--- config.mk ---
export PLATFORM = sky130hd
export DESIGN_NAME = multicycle_controller
export DESIGN_NICKNAME = d
export VERILOG_FILES = /design/src/rtl/multicycle_controller.sv
export SDC_FILE = /design/constraint.sdc
export NUM_CORES = 1
export LEC_CHECK = 0
export CAP_MARGIN = 30
export CORE_ASPECT_RATIO = 1.2
export CORE_UTILIZATION = 38
export DETAILED_ROUTE_END_ITERATION = 10
export PLACE_DENSITY = 0.78
export RECOVER_POWER = 100
export SYNTH_ARGS = -nofsm -noshare
export SYNTH_HDL_FRONTEND = slang
export SYNTH_SLANG_ARGS = --single-unit
--- constraint.sdc ---
create_clock -name clk_i -period 5.3 [get_ports clk_i]
set_input_delay 1.06 -clock clk_i [delete_from_list [all_inputs] [get_ports clk_i]]
set_output_delay 1.06 -clock clk_i [all_outputs]
set_load 0.02 [all_outputs]
--- src/rtl/multicycle_controller.sv ---
// -----------------------------------------------------------------------------
// multicycle_controller
//
// Control unit for a multicycle MIPS-style datapath (lw, sw, R-type, beq,
// addi, j). Moore FSM: every datapath select and enable comes from the
// current state. ir_write/PC-write in FETCH are qualified by mem_ready_i.
// illegal_op_o is qualified by the opcode in DECODE. pc_en_o and
// alu_control_o3 are combinational decodes.
//
// Optional feature: define MC_BNE_EN to add bne (opcode 000101). bne uses
// the BRANCH state and takes the branch when zero_i is 0.
//
// Ports
//   clk_i          clock, rising edge
//   reset_ni       synchronous active-low reset
//   op_i6          opcode, instruction bits [31:26]
//   funct_i6       function field, instruction bits [5:0]
//   zero_i         ALU zero flag
//   mem_ready_i    memory access completes this cycle
//   iord_o         memory address select (0 PC, 1 ALU result register)
//   mem_write_o    memory write enable
//   ir_write_o     instruction register load enable
//   reg_dst_o      register write address select (0 rt, 1 rd)
//   mem_to_reg_o   register write data select (0 ALU out, 1 data register)
//   reg_write_o    register file write enable
//   alu_src_a_o    ALU A select (0 PC, 1 register A)
//   alu_src_b_o2   ALU B select (00 B, 01 4, 10 imm, 11 imm<<2)
//   alu_control_o3 ALU operation code
//   pc_src_o2      PC source (00 ALU, 01 ALU out register, 10 jump target)
//   pc_en_o        PC load enable
//   illegal_op_o   one-cycle pulse on an unsupported opcode
//   state_o4       current state, for debug
// -----------------------------------------------------------------------------
module multicycle_controller (
  input  logic       clk_i,
  input  logic       reset_ni,
  input  logic [5:0] op_i6,
  input  logic [5:0] funct_i6,
  input  logic       zero_i,
  input  logic       mem_ready_i,
  output logic       iord_o,
  output logic       mem_write_o,
  output logic       ir_write_o,
  output logic       reg_dst_o,
  output logic       mem_to_reg_o,
  output logic       reg_write_o,
  output logic       alu_src_a_o,
  output logic [1:0] alu_src_b_o2,
  output logic [2:0] alu_control_o3,
  output logic [1:0] pc_src_o2,
  output logic       pc_en_o,
  output logic       illegal_op_o,
  output logic [3:0] state_o4
);

  typedef enum logic [3:0] {
    S_FETCH   = 4'd0,  S_DECODE  = 4'd1,  S_MEMADR = 4'd2,  S_MEMRD  = 4'd3,
    S_MEMWB   = 4'd4,  S_MEMWR   = 4'd5,  S_EXECUTE = 4'd6, S_ALUWB  = 4'd7,
    S_BRANCH  = 4'd8,  S_ADDIEX  = 4'd9,  S_ADDIWB = 4'd10, S_JUMP   = 4'd11
  } state_t;

  typedef enum logic [1:0] {
    ALU_ADD   = 2'd0,
    ALU_SUB   = 2'd1,
    ALU_FUNCT = 2'd2
  } alu_op_t;

  localparam logic [5:0] OP_RTYPE = 6'b000000;
  localparam logic [5:0] OP_J     = 6'b000010;
  localparam logic [5:0] OP_BEQ   = 6'b000100;
  localparam logic [5:0] OP_BNE   = 6'b000101;
  localparam logic [5:0] OP_ADDI  = 6'b001000;
  localparam logic [5:0] OP_LW    = 6'b100011;
  localparam logic [5:0] OP_SW    = 6'b101011;

  state_t  state_r;
  state_t  state_next_s;
  alu_op_t alu_op_s;
  logic    pc_write_s;
  logic    branch_s;
  logic    branch_cond_s;
  logic    mem_write_s;
  logic    ir_write_s;
  logic    reg_write_s;
  logic    illegal_s;

  // State register with synchronous reset to FETCH.
  always_ff @(posedge clk_i) begin
    if (!reset_ni) begin
      state_r <= S_FETCH;
    end else begin
      state_r <= state_next_s;
    end
  end

  // Next-state and state-decoded control; unlisted encodings return to FETCH.
  always_comb begin
    state_next_s = S_FETCH;
    iord_o       = 1'b0;
    mem_write_s  = 1'b0;
    ir_write_s   = 1'b0;
    reg_dst_o    = 1'b0;
    mem_to_reg_o = 1'b0;
    reg_write_s  = 1'b0;
    alu_src_a_o  = 1'b0;
    alu_src_b_o2 = 2'b00;
    alu_op_s     = ALU_ADD;
    pc_src_o2    = 2'b00;
    pc_write_s   = 1'b0;
    branch_s     = 1'b0;
    illegal_s    = 1'b0;
    case (state_r)
      S_FETCH: begin
        alu_src_b_o2 = 2'b01;
        if (mem_ready_i) begin
          ir_write_s   = 1'b1;
          pc_write_s   = 1'b1;
          state_next_s = S_DECODE;
        end else begin
          state_next_s = S_FETCH;
        end
      end
      S_DECODE: begin
        // Branch target PC + (imm << 2) is computed speculatively here.
        alu_src_b_o2 = 2'b11;
        case (op_i6)
          OP_LW, OP_SW: state_next_s = S_MEMADR;
          OP_RTYPE:     state_next_s = S_EXECUTE;
          OP_BEQ:       state_next_s = S_BRANCH;
`ifdef MC_BNE_EN
          OP_BNE:       state_next_s = S_BRANCH;
`endif
          OP_ADDI:      state_next_s = S_ADDIEX;
          OP_J:         state_next_s = S_JUMP;
          default: begin
            illegal_s    = 1'b1;
            state_next_s = S_FETCH;
          end
        endcase
      end
      S_MEMADR: begin
        alu_src_a_o  = 1'b1;
        alu_src_b_o2 = 2'b10;
        state_next_s = (op_i6 == OP_SW) ? S_MEMWR : S_MEMRD;
      end
      S_MEMRD: begin
        iord_o = 1'b1;
        if (mem_ready_i) begin
          state_next_s = S_MEMWB;
        end else begin
          state_next_s = S_MEMRD;
        end
      end
      S_MEMWB: begin
        mem_to_reg_o = 1'b1;
        reg_write_s  = 1'b1;
      end
      S_MEMWR: begin
        iord_o      = 1'b1;
        mem_write_s = 1'b1;
        if (mem_ready_i) begin
          state_next_s = S_FETCH;
        end else begin
          state_next_s = S_MEMWR;
        end
      end
      S_EXECUTE: begin
        alu_src_a_o  = 1'b1;
        alu_op_s     = ALU_FUNCT;
        state_next_s = S_ALUWB;
      end
      S_ALUWB: begin
        reg_dst_o   = 1'b1;
        reg_write_s = 1'b1;
      end
      S_BRANCH: begin
        alu_src_a_o = 1'b1;
        alu_op_s    = ALU_SUB;
        pc_src_o2   = 2'b01;
        branch_s    = 1'b1;
      end
      S_ADDIEX: begin
        alu_src_a_o  = 1'b1;
        alu_src_b_o2 = 2'b10;
        state_next_s = S_ADDIWB;
      end
      S_ADDIWB: begin
        reg_write_s = 1'b1;
      end
      S_JUMP: begin
        pc_src_o2  = 2'b10;
        pc_write_s = 1'b1;
      end
      default: begin
        state_next_s = S_FETCH;
      end
    endcase
  end

  // Branch condition: beq takes on zero, bne (when enabled) on not-zero.
  always_comb begin
    branch_cond_s = zero_i;
`ifdef MC_BNE_EN
    if (op_i6 == OP_BNE) begin
      branch_cond_s = ~zero_i;
    end else begin
      branch_cond_s = zero_i;
    end
`endif
  end

  // ALU operation decode from the FSM's ALU request and the funct field.
  always_comb begin
    alu_control_o3 = 3'b010;
    case (alu_op_s)
      ALU_ADD: alu_control_o3 = 3'b010;
      ALU_SUB: alu_control_o3 = 3'b110;
      ALU_FUNCT: begin
        case (funct_i6)
          6'b100000: alu_control_o3 = 3'b010;
          6'b100010: alu_control_o3 = 3'b110;
          6'b100100: alu_control_o3 = 3'b000;
          6'b100101: alu_control_o3 = 3'b001;
          6'b101010: alu_control_o3 = 3'b111;
          default:   alu_control_o3 = 3'b010;
        endcase
      end
      default: alu_control_o3 = 3'b010;
    endcase
  end

  // Side-effecting strobes are held off while reset is asserted.
  assign mem_write_o  = reset_ni & mem_write_s;
  assign ir_write_o   = reset_ni & ir_write_s;
  assign reg_write_o  = reset_ni & reg_write_s;
  assign illegal_op_o = reset_ni & illegal_s;
  assign pc_en_o      = reset_ni & (pc_write_s | (branch_s & branch_cond_s));
  assign state_o4     = state_r;

endmodule

==> results.toml, run 1 <==
[floorplan]
start_util_pct = 41.1
rows = 16
ios = 36
coreArea_sq_um = 1660
die_height_microns = 48.4
die_x_microns = 40.7
dieArea_sq_um = 1970

[drt]
first_iter_violations = 31
met2_length_microns = 993
wl_met1_microns = 833
dr.pass1.iters = 4
ant_nets = 0
num_vias = 845
maxUsedRoutingLayer = "met4"
wl_met3_microns = 140
vias_per_cell = 5.75
remaining_drc_errors = 0
routed_wl_mm = 1.97
wl_per_cell_microns = 13.4

[final_layout]
nets = 149
fill_cells = 151
largest_register_ffs = 4
drive_gt1_share_pct = 10.9
antenna_cells = 0
finalInstanceArea_sq_um = 1030
multi_input_area_sq_um = 529
layout_common_cells = "22 x dlygate4sd3_1, 15 x nor2_1, 13 x clkdlybuf4s50_1"
layout.cells.most_common = "dlygate4sd3_1"
area_delta_synth_final_pct = 50.2
seq_area_sq_um = 80.1

[placed_design]
routabilityCongestion = 0.758
placed_area_sq_um = 1020
hpwlAfterDp_mm = 1.48
io_buffers = 35

[clock_network]
clkSlewWorstSetupHoldPaths_ns = 0.04
cts-root-buf = "clkbuf_4"
cts_made_buffers = 3
cts_tree = "done"
cts.htree.levels = 1
post_cts_buffers = 0
clk_latency_ns = 0.24
clock-sinks = 4
cts_resized = 0
cts_buffer_depth = 2
cts_hold_buf = 0

[logic_synthesis]
synthAdderAreaFrac_pct = 3.66
synth-compound-area-share_pct = 22.9
syn_area_sq_um = 683
synthMuxAreaShare_pct = 2.20
syn_inst = 96
synth_warnings = 0
synth-main-ff-cell = "dfxtp_1"
synth_top_family_by_area = "simple AND/OR/NAND/NOR gates"
syn_nets = 114
yosysUniqueCellTypes = 40
synth-simple-area-share_pct = 45.8
ys_ff_latch = 4
synth_edf_count = 0
synth-xor-area-share_pct = 5.13
ys_seq_area_share_pct = 11.7
async_flop_share_pct = 0
synth.avg_cell_area_sq_um = 7.12

[setup_path]
endpoint_kind = "output port"
slowest_stage = "dlygate4sd3_1"
reg2reg_slack_ns = 3.47
critPathMaxFanout = 8
cpMostUsedCell = "dlygate4sd3_1"
crit_arrival_ns = 3.17
cp-endpoint = "illegal_op_o"
crit_chain = "dlygate4sd3_1 -> xor2_1 -> o211ai_1 -> nor4bb_1 -> dlygate4sd3_1"
worstSetupStartpointType = "input port"
startpoint = "op_i6[3]"
worstPathRequired_ns = 4.24
cp_slowest_stage_delay_ns = 0.70
r2r-start = "state_o4[0]"
r2r_end = "state_o4[1]"
rr_worst_depth = 4
critical_path_class = "in2out"

[grt]
grt_pass1_wl_mm = 3.12
grt_pass1_vias = 758
antenna_found_initial = 0
track_usage_pct = 21.1
grt_remaining_overflow = 0
grt_max_degree = 18

[timing]
maxSlewHeadroom_pct = 60.1
timing.final.crit_share_pct = 79.8
rsz0062_at_grt = "no"
finalHoldViolations = 0
finalSetupTns_ns = 0
finalClockSkew_ns = 0.00436
final-max-slew-violation-count = 0
setup_viol = 0
fin_crit_ns = 4.23
worst_slew_pin_slew_ns = 0.598
max_freq_mhz = 236

[pwr]
p_clk_share_pct = 33.5
leakagePower_nw = 0.440
swShare_pct = 31.9
power_frac_seq_pct = 29.9
p_int_uw = 78.1
switching_power_uw = 36.5
comb_power_share_pct = 36.6
p_per_area_nw_per_um2 = 112
vdd_drop_max_v = 0.0000512

[status]
outcome = "finished clean"

[flow_run]
max-cap-violations = 0

[min_path]
holdPathStages = 2
hold_path.class = "reg2reg"
per-layer routing:
metal | track usage (%) | up-vias
met4 | 5.00 | 0
met1 | 24.5 | 383
met3 | 3.21 | 2
li1 | - | 412
met5 | 0 | -
met2 | 37.6 | 48
stage by stage:
step | setup slack [ns] | instances | hold WS [ns] | total power [mW] | util, %
after detailed placement | 1.19 | 144 | 0.764 | 0.0784 | 61.3
after global placement | 1.30 | 144 | 0.752 | 0.0778 | 61.3
final | 1.07 | 147 | 0.754 | 0.115 | 61.7
after floorplan | 1.94 | 96 | 0.746 | 0.0567 | -
after CTS | 1.19 | 147 | 0.772 | 0.116 | 62.7
after global routing | 0.959 | 147 | 0.805 | 0.120 | 61.7
cell type report:
class                           count  share of cell area (%)
Multi-Input combinational cell     82                    51.6
Timing Repair Buffer               35                    34.1
Sequential cell                     4                    7.80
Clock buffer                        3                    2.20
Tap cell                           18                    2.20
Inverter                            5                    2.07
how the worst min path moves through the flow:
stage                start           to  slack (ns)
6_report       state_o4[1]  state_o4[2]        0.75
5_1_grt        state_o4[0]  state_o4[3]        0.81
4_1_cts        state_o4[1]  state_o4[2]        0.77
3_5_place_dp   state_o4[1]  state_o4[2]        0.76
3_3_place_gp   state_o4[1]  state_o4[2]        0.75
2_1_floorplan  state_o4[0]  state_o4[3]        0.75
worst max-delay path, delay by kind of cell:
family	cells	cell delay, ns
buf+inv	2	1.36
simple gates	1	0.31
compound gates	1	0.25
xor+xnor	1	0.19
cell families after synthesis:
family | Yosys count
DFF | 4
xor gates and xnor gates | 4
adders and majority gates | 2
buffers and inverters | 10
muxes | 1
and+or+nand+nor | 53
AOI/OAI and AO/OA | 22
Yosys cell counts (2+ instances only):
master,n,share of area (%)
and3_1,2,1.8
buf_2,3,2.2
o21ai_0,5,3.7
nor2b_1,4,3.7
nand2_1,10,5.5
nor2_1,15,8.2
a31oi_1,2,1.8
a21oi_1,2,1.5
buf_6,2,3.3
nor3b_1,3,3.3
nor3_1,7,5.1
dfxtp_1,4,12
xor2_1,3,3.8
nand2b_1,2,1.8
ha_1,2,3.7
inv_1,4,2.2
a22oi_1,2,2.2
a32oi_1,2,2.6
power by group through the flow:
stage / Sequential (mW) / Clock, mW / Combinational, mW
3_5_place_dp: 0.0349 / 0 / 0.0435
2_1_floorplan: 0.0335 / 0 / 0.0232
4_1_cts: 0.0344 / 0.0375 / 0.0439
5_1_grt: 0.0345 / 0.0404 / 0.0453
6_report: 0.0343 / 0.0384 / 0.0420
3_3_place_gp: 0.0348 / 0 / 0.0430
(Power assumes the default switching activity.)
==> run 2: changes to the inputs <==
==> constraint.sdc (replaced) <==
create_clock -name clk_i -period 4.3 [get_ports clk_i]
set_input_delay 0.86 -clock clk_i [delete_from_list [all_inputs] [get_ports clk_i]]
set_output_delay 0.86 -clock clk_i [all_outputs]
set_load 0.02 [all_outputs]
==> results of run 2 <==
The final DEF is identical to that of run 1. Status: finished clean.
Main changes from that run: setup slack after placement 1.19 ns -> 0.586 ns; setup slack after layout 1.07 ns -> 0.470 ns; register-to-register setup slack 3.47 ns -> 2.47 ns; total power 0.115 mW -> 0.141 mW; worst IR drop on VDD 0.0000512 V -> 0.0000631 V
